**config.mk**
```make
export PLATFORM = sky130hd
export DESIGN_NAME = charmap_fill_dma
export DESIGN_NICKNAME = d
export VERILOG_FILES = /design/src/rtl/charmap_fill_dma_pkg.sv /design/src/rtl/charmap_port_arb.sv /design/src/rtl/charmap_fill_dma.sv
export SDC_FILE = /design/constraint.sdc
export NUM_CORES = 1
export LEC_CHECK = 0
export ABC_AREA = 1
export BUFFER_PORTS_ARGS = -buffer_cell sky130_fd_sc_hd__buf_2
export CAP_MARGIN = 20
export CELL_PAD_IN_SITES_DETAIL_PLACEMENT = 1
export CELL_PAD_IN_SITES_GLOBAL_PLACEMENT = 1
export CORE_MARGIN = 5
export CORE_UTILIZATION = 42
export CTS_CLUSTER_SIZE = 40
export DETAILED_ROUTE_END_ITERATION = 6
export HOLD_SLACK_MARGIN = 0.15
export PLACE_DENSITY = 0.9
export SLEW_MARGIN = 30
export SYNTH_ARGS = -nofsm -noshare
export SYNTH_HDL_FRONTEND = slang
export SYNTH_SLANG_ARGS = --single-unit
export TNS_END_PERCENT = 10
```
**constraint.sdc**
```tcl
create_clock -name clk_sys -period 3.9 [get_ports clk_sys]
set_input_delay 0.195 -clock clk_sys [delete_from_list [all_inputs] [get_ports clk_sys]]
set_output_delay 0.195 -clock clk_sys [all_outputs]
set_load 0.05 [all_outputs]
```
**src/rtl/charmap_fill_dma_pkg.sv**
```systemverilog
// charmap_fill_dma_pkg: register map, CTRL fields, target masks and FSM states for the fill DMA
package charmap_fill_dma_pkg;

    localparam logic [2:0] REG_DST_LO = 3'd0;
    localparam logic [2:0] REG_DST_HI = 3'd1;
    localparam logic [2:0] REG_LEN_LO = 3'd2;
    localparam logic [2:0] REG_LEN_HI = 3'd3;
    localparam logic [2:0] REG_VALUE  = 3'd4;
    localparam logic [2:0] REG_CTRL   = 3'd5;

    localparam int CTRL_START_BIT = 7;
    localparam int CTRL_MASK_W    = 3;

    localparam logic [2:0] TGT_CHAR = 3'b001;
    localparam logic [2:0] TGT_FG   = 3'b010;
    localparam logic [2:0] TGT_BG   = 3'b100;
    localparam logic [2:0] TGT_ALL  = TGT_CHAR | TGT_FG | TGT_BG;

    localparam int LEN_W = 12;

    typedef enum logic [1:0] {
        ST_IDLE,
        ST_FILL,
        ST_DONE
    } state_e;

endpackage

```
**src/rtl/charmap_port_arb.sv**
```systemverilog
// charmap_port_arb: combinational CPU-over-DMA mux onto the shared video RAM CPU-side ports
module charmap_port_arb
    import charmap_fill_dma_pkg::*;
#(
    parameter int ADDR_W = 11
) (
    input  logic              cpu_req_i,
    input  logic [ADDR_W-1:0] cpu_addr_i,
    input  logic [7:0]        cpu_din_i,
    input  logic [2:0]        cpu_we_i,
    input  logic              dma_req_i,
    input  logic [ADDR_W-1:0] dma_addr_i,
    input  logic [7:0]        dma_din_i,
    input  logic [2:0]        dma_we_i,
    output logic [ADDR_W-1:0] ram_addr_o,
    output logic [7:0]        ram_din_o,
    output logic [2:0]        ram_we_o
);

    // CPU wins every cycle it asks; with no DMA the bus tracks the CPU with writes off
    always_comb begin
        ram_addr_o = (cpu_req_i || !dma_req_i) ? cpu_addr_i : dma_addr_i;
        ram_din_o  = (cpu_req_i || !dma_req_i) ? cpu_din_i : dma_din_i;
        ram_we_o   = cpu_req_i ? cpu_we_i : (dma_req_i ? (dma_we_i & TGT_ALL) : 3'b000);
    end

endmodule

```
**src/rtl/charmap_fill_dma.sv**
```systemverilog
// charmap_fill_dma: register-programmed fill engine writing a constant into char/fg/bg video RAM
module charmap_fill_dma
    import charmap_fill_dma_pkg::*;
#(
    parameter int ADDR_W = 11
) (
    input  logic              clk_sys,
    input  logic              reset_n,
    input  logic              reg_cs,
    input  logic              reg_wr,
    input  logic [2:0]        reg_addr,
    input  logic [7:0]        reg_din,
    output logic [7:0]        reg_dout,
    input  logic              cpu_vram_req,
    input  logic [ADDR_W-1:0] cpu_vram_addr,
    input  logic [7:0]        cpu_vram_din,
    input  logic [2:0]        cpu_vram_we,
    output logic [ADDR_W-1:0] ram_addr,
    output logic [7:0]        ram_din,
    output logic [2:0]        ram_we,
    output logic              busy,
    output logic              done_pulse
);

    state_e             state_q, state_d;
    logic [7:0]         dst_lo_q, dst_lo_d;
    logic [2:0]         dst_hi_q, dst_hi_d;
    logic [7:0]         len_lo_q, len_lo_d;
    logic [3:0]         len_hi_q, len_hi_d;
    logic [7:0]         value_q, value_d;
    logic [2:0]         mask_q, mask_d;
    logic               done_flag_q, done_flag_d;
    logic [ADDR_W-1:0]  cnt_q, cnt_d;
    logic [LEN_W-1:0]   rem_q, rem_d;
    logic               reg_we, start, dma_req;
    logic [2:0]         start_mask, arb_we;
    logic [LEN_W-1:0]   len;

    assign busy       = state_q != ST_IDLE;
    assign done_pulse = state_q == ST_DONE;
    assign reg_we     = reg_cs && reg_wr && !busy;
    assign start      = reg_we && reg_addr == REG_CTRL && reg_din[CTRL_START_BIT];
    assign start_mask = reg_din[CTRL_MASK_W-1:0] & TGT_ALL;
    assign len        = {len_hi_q, len_lo_q};
    assign dma_req    = state_q == ST_FILL;

    // Register file next state: host writes land only while the engine is idle
    always_comb begin
        dst_lo_d = (reg_we && reg_addr == REG_DST_LO) ? reg_din : dst_lo_q;
        dst_hi_d = (reg_we && reg_addr == REG_DST_HI) ? reg_din[2:0] : dst_hi_q;
        len_lo_d = (reg_we && reg_addr == REG_LEN_LO) ? reg_din : len_lo_q;
        len_hi_d = (reg_we && reg_addr == REG_LEN_HI) ? reg_din[3:0] : len_hi_q;
        value_d  = (reg_we && reg_addr == REG_VALUE) ? reg_din : value_q;
        mask_d   = (reg_we && reg_addr == REG_CTRL) ? start_mask : mask_q;
    end

    // Fill sequencing: a write retires only in cycles the CPU leaves the RAM port free
    always_comb begin
        state_d = state_q;
        cnt_d   = cnt_q;
        rem_d   = rem_q;
        case (state_q)
            ST_IDLE: begin
                if (start) begin
                    cnt_d   = ADDR_W'({dst_hi_q, dst_lo_q});
                    rem_d   = len;
                    state_d = (len != '0 && start_mask != '0) ? ST_FILL : ST_DONE;
                end
            end
            ST_FILL: begin
                if (!cpu_vram_req) begin
                    cnt_d   = cnt_q + ADDR_W'(1);
                    rem_d   = rem_q - LEN_W'(1);
                    state_d = (rem_q == LEN_W'(1)) ? ST_DONE : ST_FILL;
                end
            end
            ST_DONE: state_d = ST_IDLE;
            default: state_d = ST_IDLE;
        endcase
        done_flag_d = (state_d == ST_DONE && state_q != ST_DONE) ? 1'b1 : (start ? 1'b0 : done_flag_q);
    end

    // State and register storage, cleared asynchronously so a reset aborts any fill at once
    always_ff @(posedge clk_sys or negedge reset_n) begin
        if (!reset_n) begin
            state_q     <= ST_IDLE;
            dst_lo_q    <= '0;
            dst_hi_q    <= '0;
            len_lo_q    <= '0;
            len_hi_q    <= '0;
            value_q     <= '0;
            mask_q      <= '0;
            done_flag_q <= 1'b0;
            cnt_q       <= '0;
            rem_q       <= '0;
        end else begin
            state_q     <= state_d;
            dst_lo_q    <= dst_lo_d;
            dst_hi_q    <= dst_hi_d;
            len_lo_q    <= len_lo_d;
            len_hi_q    <= len_hi_d;
            value_q     <= value_d;
            mask_q      <= mask_d;
            done_flag_q <= done_flag_d;
            cnt_q       <= cnt_d;
            rem_q       <= rem_d;
        end
    end

    // Register readback; CTRL exposes live status alongside the stored mask
    always_comb begin
        case (reg_addr)
            REG_DST_LO: reg_dout = dst_lo_q;
            REG_DST_HI: reg_dout = {5'b0, dst_hi_q};
            REG_LEN_LO: reg_dout = len_lo_q;
            REG_LEN_HI: reg_dout = {4'b0, len_hi_q};
            REG_VALUE:  reg_dout = value_q;
            REG_CTRL:   reg_dout = {busy, done_flag_q, 3'b000, mask_q};
            default:    reg_dout = 8'h00;
        endcase
    end

    charmap_port_arb #(.ADDR_W(ADDR_W)) u_arb (
        .cpu_req_i  (cpu_vram_req),
        .cpu_addr_i (cpu_vram_addr),
        .cpu_din_i  (cpu_vram_din),
        .cpu_we_i   (cpu_vram_we),
        .dma_req_i  (dma_req),
        .dma_addr_i (cnt_q),
        .dma_din_i  (value_q),
        .dma_we_i   (mask_q),
        .ram_addr_o (ram_addr),
        .ram_din_o  (ram_din),
        .ram_we_o   (arb_we)
    );

    assign ram_we = arb_we & {3{reset_n}};

endmodule

```
Yosys cells after proc, flatten, opt, wreduce, memory -nomap -nowiden
Index checks and enable logic that the tools add are counted.

Input port bits: 38. Bits in registers: 60.

Reductions and logical operators: 22. Bitwise operators: 1. Add/subtract/negate cells: 2. Eq/ne operators: 12. Mux-type cells: 18.

Operators by type and width (number): one-hot mux 8 bit (6 select lines) (1); 2-to-1 mux 11 bit (3); 2-to-1 mux 12 bit (2); one-hot mux 12 bit (2 select lines) (1); one-hot mux 11 bit (2 select lines) (1); equality test 12 x 1 -> 1 bit (second input constant) (1); nonzero test 12 bit (1); subtractor 12 x 1 -> 12 bit (second input constant) (1); adder 11 x 1 -> 11 bit (second input constant) (1); logical AND 1 bit (11); 2-to-1 mux 2 bit (4); 2-to-1 mux 8 bit (1); equality test 3 x 2 -> 1 bit (second input constant) (2); equality test 3 bit (second input constant) (2); 2-to-1 mux 3 bit (2); inequality test 2 bit (second input constant) (3); nonzero test 2 bit (3); equality test 2 bit (second input constant) (2); one-hot mux 2 bit (2 select lines) (1); AND 3 bit (1); equality test 3 x 1 -> 1 bit (second input constant) (1); logical NOT 3 bit (1); AND reduction 3 bit (1); nonzero test 3 bit (1); other kinds (5) (7).

Depth between registers and ports, before layout
Gate-level depths: netlist (run 1).

Depth after elaboration: 10. Gate-level depth with buffers: 9.

Hierarchy
From an unflattened synthesis (run 1), not the netlist that was laid out.

Cell total of the unflattened synthesis: 555. Area, all modules: 3741.1 um2.

By module, submodules not included: charmap_fill_dma (area an instance 3414.5 um2, instances 1, cells an instance 482); charmap_port_arb (area an instance 326.6 um2, instances 1, cells an instance 73).

Worst setup path after synthesis (run 1)
OpenSTA, ideal clock, no wires.

Path kind: flip-flop to output port. Start: register state_q[1]. End: output ram_addr[3]. Stages on the path, launching flop included: 6. Setup slack: 1.623 ns. Buffers on the path: 2. Arrival time: 2.082 ns. Data required time: 3.705 ns. Cells stage by stage: dfrtp_1 > nor2_1 > nand2_1 > buf_2 > buf_2 > o21ai_0.

Longest elaborated chain between the ends: 4.

RTL lines: start: declaration (line charmap_fill_dma.sv:25) `state_e state_q, state_d;`; start signal: assignment (line charmap_fill_dma.sv:97) `state_q <= state_d;`; equality test 2 x 1 -> 1 bit (line charmap_fill_dma.sv:45) `assign dma_req = state_q == ST_FILL;`; logical NOT 1 bit (line charmap_port_arb.sv:22) `ram_addr_o = (cpu_req_i || !dma_req_i) ? cpu_addr_i : dma_addr_i;`; logical OR 1 bit (line charmap_port_arb.sv:22); 2-to-1 mux 11 bit (line charmap_port_arb.sv:22); end: declaration (line charmap_fill_dma.sv:18) `output logic [ADDR_W-1:0] ram_addr,`.

Every way passes these cells.

Worst setup path in the final report (run 1)
Start: register state_q[1]. End: output ram_we[0].

Longest elaborated chain between the ends: 4.

RTL lines: equality test 2 x 1 -> 1 bit (line charmap_fill_dma.sv:45); 2-to-1 mux 3 bit (2 in a row) (line charmap_port_arb.sv:24) `ram_we_o = cpu_req_i ? cpu_we_i : (dma_req_i ? (dma_we_i & TGT_ALL) : 3'b000);`; AND 3 bit (line charmap_fill_dma.sv:137) `assign ram_we = arb_we & {3{reset_n}};`; end: declaration (line charmap_fill_dma.sv:20) `output logic [2:0] ram_we,`.

Every way passes these cells.

==> flow_summary.toml, run 1 <==
[clocking]
cts_tree = "built"
cts_buffers = 9
clk_latency_ns = 0.34
clock-sinks = 60
clk_pin_slew_ns = 0.07
cts_setup_buffers = 0
root_buffer = "clkbuf_8"
cts_buffer_depth = 2
htreeDepth = 3

[sta]
skew_ns = 0.00721
fin_crit_sh = 0.744
hold_viol_final = 0
setup-tns-final_ns = 0
fmaxAchievable_mhz = 345
maxSlewHeadroom = 0.526
rsz0062_at_grt = "no"
whs_ns = 0.171
fin_ws_ns = 0.999
fin_crit_ns = 2.90
setup_viol = 0
finalMaxSlewViolations = 0
tightest_slew_ns = 0.710

[synth]
synth.largest_area_cell = "dfrtp_1"
syn-num-nets = 570
ys.flop_type = "dfrtp_1"
yosysMostFrequentCell = "nand2_1"
async_reset_ff_frac = 1.00
synthCells = 529
synth_edf_count = 0
synth.yosys.warnings = 0
yosys-top-cells-area = "dfrtp_1 41%, nand2_1 20%, o21ai_0 9.1%"
synth_top_area_share = 0.413
netlist_area_mm2 = 0.00364
ys_ff_latch = 60
seq_area_frac_synth = 0.413
synth_commonest_cells = "195 x nand2_1, 66 x o21ai_0, 60 x dfrtp_1, 54 x inv_1, 43 x nand3_1"
syn_area_per_cell_um2 = 6.88
synth_cell_types = 31

[layout]
regArea_mm2 = 0.00150
final_area_mm2 = 0.00428
fin_nets = 640
multi_input_area_mm2 = 0.00182
area_delta_synth_final_pct = 17.6
fillerInstances = 1176
insertedDiodeCount = 0
drive_above_1_share = 0.179

[place]
placed_cell_area_mm2 = 0.00404
globalplace.congestion = 0.957
place_ws_ns = 1.41
portBuffers = 69
dp_hpwl_um = 8990

[drt]
drt_wl_total_um = 12200
post-route-drc-count = 0
vias = 3883
drt-vias-per-instance = 5.47
ant_nets = 0
drt-initial-drc-count = 165
dr.pass1.iters = 4
wl_per_cell_um = 17.1

[critical_path]
arrival_ns = 2.71
worst_r2r_path_depth = 8
crit_start = "state_q[1]"
path_class = "reg -> out"
cp-start-kind = "register"
regToRegSetupSlack_ns = 1.53
cp_max_fo = 38
r2r_start = "state_q[1]"
cp.required_ns = 3.70
r2r-end = "cnt_q[7]"
end_kind = "output port"

[power_and_ir_drop]
p_switching_uw = 899
p_leak_uw = 0.00222
switching_share = 0.400
combPwrFrac = 0.313
p_int_uw = 1350
power.share.sequential = 0.419
powerDensity_mw_per_mm2 = 526
ir_drop_uv = 325
power_frac_clock = 0.269

[grt]
grt_pass1_vias = 3935
grt_overflow_total = 0
grt_max_degree = 39
track_usage = 0.241
grt_pass1_wl_um = 19700
antenna_found_initial = 0

[die]
io_pins = 70
die_h_um = 103
rows = 34
dieArea_mm2 = 0.0106
core_mm2 = 0.00859
die_w_um = 103
start_util = 0.424

[hold_path]
min-delay-start = "reg_din[4]"
hold_depth = 3
hold_class = "in -> reg"
whs_endpoint = "len_lo_q[4]"

[run_status]
outcome = "completed"

[job]
cap_violations = 0
==> critical path: stages, from the launching register on <==
cell and delay [ns]:
dfrtp_1 0.42, nor2_2 0.11, buf_4 0.35, nand2_1 0.47, inv_1 0.48, nand2_1 0.10
a21oi_1 0.14, buf_2 0.29
==> power by group through the flow <==
stage,Clock (uW),Combinational [uW],Sequential [uW]
2_1_floorplan,0,501,888
3_3_place_gp,0,642,939
3_5_place_dp,0,680,947
4_1_cts,610,705,938
5_1_grt,644,787,963
6_report,604,703,941
==> metal layers <==
layer | track usage | share of wire
met5 | 0 | 0
met3 | 0.0413 | 0.046
met1 | 0.297 | 0.43
met2 | 0.422 | 0.50
met4 | 0.0867 | 0.025
==> cells in the final DEF, fill, tap and decap left out <==
| cell type | netlist | layout |
|---|---|---|
| a21oi_1 | 12 | 12 |
| nand3_1 | 43 | 43 |
| dfrtp_1 | 60 | 60 |
| o22ai_1 | 2 | 2 |
| nand4_1 | 3 | 3 |
| nor2_1 | 39 | 38 |
| o211ai_1 | 1 | 1 |
| nor3_4 | 1 | 1 |
| bufinv_16 | 0 | 1 |
| buf_2 | 9 | 69 |
| ha_1 | 3 | 3 |
| nor2_2 | 0 | 1 |
| nand3_4 | 1 | 1 |
| nand3b_1 | 1 | 1 |
| mux2i_1 | 1 | 1 |
| o21ai_2 | 3 | 3 |
| nand2_4 | 1 | 1 |
| o221ai_1 | 1 | 1 |
| or2_2 | 4 | 4 |
| nand2_2 | 3 | 3 |
| clkbuf_8 | 0 | 13 |
| buf_4 | 1 | 3 |
| dlygate4sd3_1 | 0 | 3 |
| o21ai_1 | 3 | 3 |
| nand2_1 | 195 | 195 |
| a21oi_2 | 2 | 2 |
| nor3_1 | 2 | 2 |
| a22oi_1 | 3 | 3 |
| inv_2 | 4 | 4 |
| o21ai_0 | 66 | 66 |
| o2111ai_1 | 3 | 3 |
| nor2_4 | 2 | 2 |
| inv_1 | 54 | 54 |
==> area by class of cell <==
type / count / share of cell area
multi-input combinational: 395 / 0.425
timing repair buffer: 75 / 0.0930
inverter: 58 / 0.0509
clock buffer: 13 / 0.0418
tap: 108 / 0.0316
clock inverter: 1 / 0.00702
sequential: 60 / 0.351
==> state kept, by name (all words and copies together), names as in the netlist <==
name / count
rem_q: 12
cnt_q: 11
dst_lo_q: 8
len_lo_q: 8
value_q: 8
len_hi_q: 4
dst_hi_q: 3
mask_q: 3
state_q: 2
done_flag_q: 1
==> repair_timing <==
action                    CTS  global route
resized for setup           0             0
hold endpoints to repair   34             0
hold buffers                3             0
==> how the worst max path moves through the flow <==
stage,end
3_5_place_dp,ram_we[1]
4_1_cts,ram_we[2]
2_1_floorplan,ram_addr[3]
5_1_grt,ram_we[0]
6_report,ram_we[0]
3_3_place_gp,ram_we[0]
==> kinds of logic after synthesis <==
family	after synthesis	share of synthesized area
adders and majority gates	3	0.0103
AOI/OAI and AO/OA	96	0.145
muxes	1	0.00275
buffers and inverters	74	0.0887
and+or+nand+nor	295	0.341
DFF	60	0.413
==> through the flow <==
step	utilization	total power, uW	cells
6_report	0.498	2250	710
5_1_grt	0.498	2390	710
4_1_cts	0.498	2250	710
3_5_place_dp	0.470	1630	693
3_3_place_gp	0.470	1580	693
2_1_floorplan	-	1390	529
(Power assumes the default switching activity.)
==> run 2, diff against run 1 <==
CORE_UTILIZATION = 39   (was 42)
PLACE_DENSITY = 0.84   (was 0.9)
clock period = 2.7 ns   (was 3.9 ns; I/O delays follow)
==> run 2 against run 1 <==
Compared with the run above: flip-flop and latch count did not move; critical path depth is 1 lower; highest routed layer unchanged; critical path type unchanged; power grew 46%; setup slack worse by 0.57 ns; hold slack got worse by 0.0010 ns; die area rose by 6.9%; core utilization decreased by 2.6 points; largest power group unchanged.
==> flow_summary.toml, run 2 (synthesis gave the netlist of run 1 again) <==
[run_status]
outcome = "completed"

[drt]
ant_nets = 0
post-route-drc-count = 0
dr.pass1.iters = 4
drt_wl_total_um = 11900
vias = 3844
wl_per_cell_um = 16.5
drt-vias-per-instance = 5.35
drt-initial-drc-count = 201

[sta]
rsz0062_at_grt = "no"
hold_viol_final = 0
whs_ns = 0.170
fin_crit_ns = 2.27
fin_crit_sh = 0.841
finalMaxSlewViolations = 0
maxSlewHeadroom = 0.470
skew_ns = 0.0116
tightest_slew_ns = 0.795
fmaxAchievable_mhz = 440
setup-tns-final_ns = 0
setup_viol = 0

[clocking]
cts_setup_buffers = 0
cts_buffer_depth = 2
cts_buffers = 9
clock-sinks = 60
clk_pin_slew_ns = 0.08
root_buffer = "clkbuf_8"
htreeDepth = 3
cts_tree = "built"
clk_latency_ns = 0.35
cts_resized = 0
postCtsHoldBufs = 6

[layout]
regMostFlops = "rem_q"
final_common_cell = "nand2_1"
finalNonFillerCells = 718
insertedDiodeCount = 0
reg_top3 = "rem_q (12), cnt_q (11)"
area_delta_synth_final_pct = 18.7
final_cell_mix = "195 x nand2_1, 69 x buf_2, 66 x o21ai_0, 60 x dfrtp_1, 54 x inv_1"
fillerInstances = 1221
largest_reg_flops = 12
drive_above_1_share = 0.178
fin_nets = 643

[die]
io_pins = 70
start_util = 0.398
die_w_um = 107
dieArea_mm2 = 0.0114
rows = 35
die_h_um = 107
core_mm2 = 0.00915

[grt]
grt_pass1_wl_um = 19500
grt_overflow_total = 0
track_usage = 0.216
grt_max_degree = 61
antenna_found_initial = 0
grt_pass1_vias = 3924

[critical_path]
end_kind = "output port"
cp_max_fo = 12
arrival_ns = 2.14
path_class = "reg -> out"
cp.required_ns = 2.57
worst_r2r_path_depth = 9
cp-start-kind = "register"

[power_and_ir_drop]
powerDensity_mw_per_mm2 = 758
ir_drop_uv = 298
p_leak_uw = 0.00223

[place]
dp_hpwl_um = 8920
globalplace.congestion = 0.931
placed_cells = 696
portBuffers = 69

[job]
cap_violations = 0

[hold_path]
hold_class = "in -> reg"
hold_depth = 3
[run 2: critical path, stage by stage (launching register included)]
cell and delay [ns]:
dfrtp_1 0.40, nor2_2 0.12, nand2_1 0.29, inv_1 0.42
nand2_1 0.10, a21oi_1 0.15, buf_2 0.29
[run 2: worst paths after layout]
path	start	to	slack, ns
min in group asynchronous	reset_n	state_q[0]	0.52
setup reg to reg	state_q[0]	cnt_q[7]	0.90
hold reg to reg	value_q[5]	value_q[5]	0.49
setup / recovery	state_q[1]	ram_we[1]	0.43
max in group asynchronous	reset_n	rem_q[2]	1.64
hold / removal	reg_din[0]	dst_lo_q[0]	0.17
[run 2: metrics by stage]
| stage | total power (uW) | util | area, um^2 | worst slack [ns] |
|---|---|---|---|---|
| floorplan | 2010 | - | 3640 | 0.483 |
| global placement | 2290 | 0.442 | 4040 | 0.936 |
| detailed placement | 2350 | 0.442 | 4040 | 0.796 |
| CTS | 3290 | 0.472 | 4320 | 0.418 |
| global route | 3500 | 0.472 | 4320 | 0.277 |
| finish | 3280 | 0.472 | 4320 | 0.430 |
[run 2: per-layer routing]
| layer | wire (um) | GRT usage |
|---|---|---|
| met1 | 5260 | 0.284 |
| met2 | 5820 | 0.360 |
| met3 | 526 | 0.0379 |
| met4 | 258 | 0.0721 |
| met5 | 0 | 0 |
[run 2: report_power, final]
part           total [uW]  leakage, uW  internal [uW]  switching [uW]
Combinational         988      0.00135            318             671
Sequential           1360     0.000768           1120             243
Clock                 928     0.000107            545             384
[run 2: cell type report]
cell class	count	area, um^2	area share
multi-input cells	395	1820	0.421
flip-flops and latches	60	1500	0.347
repair buffers	78	428	0.0990
inverters	58	218	0.0504
clock buffers	12	145	0.0336
well taps	111	139	0.0321
clock inverters	4	72.6	0.0168
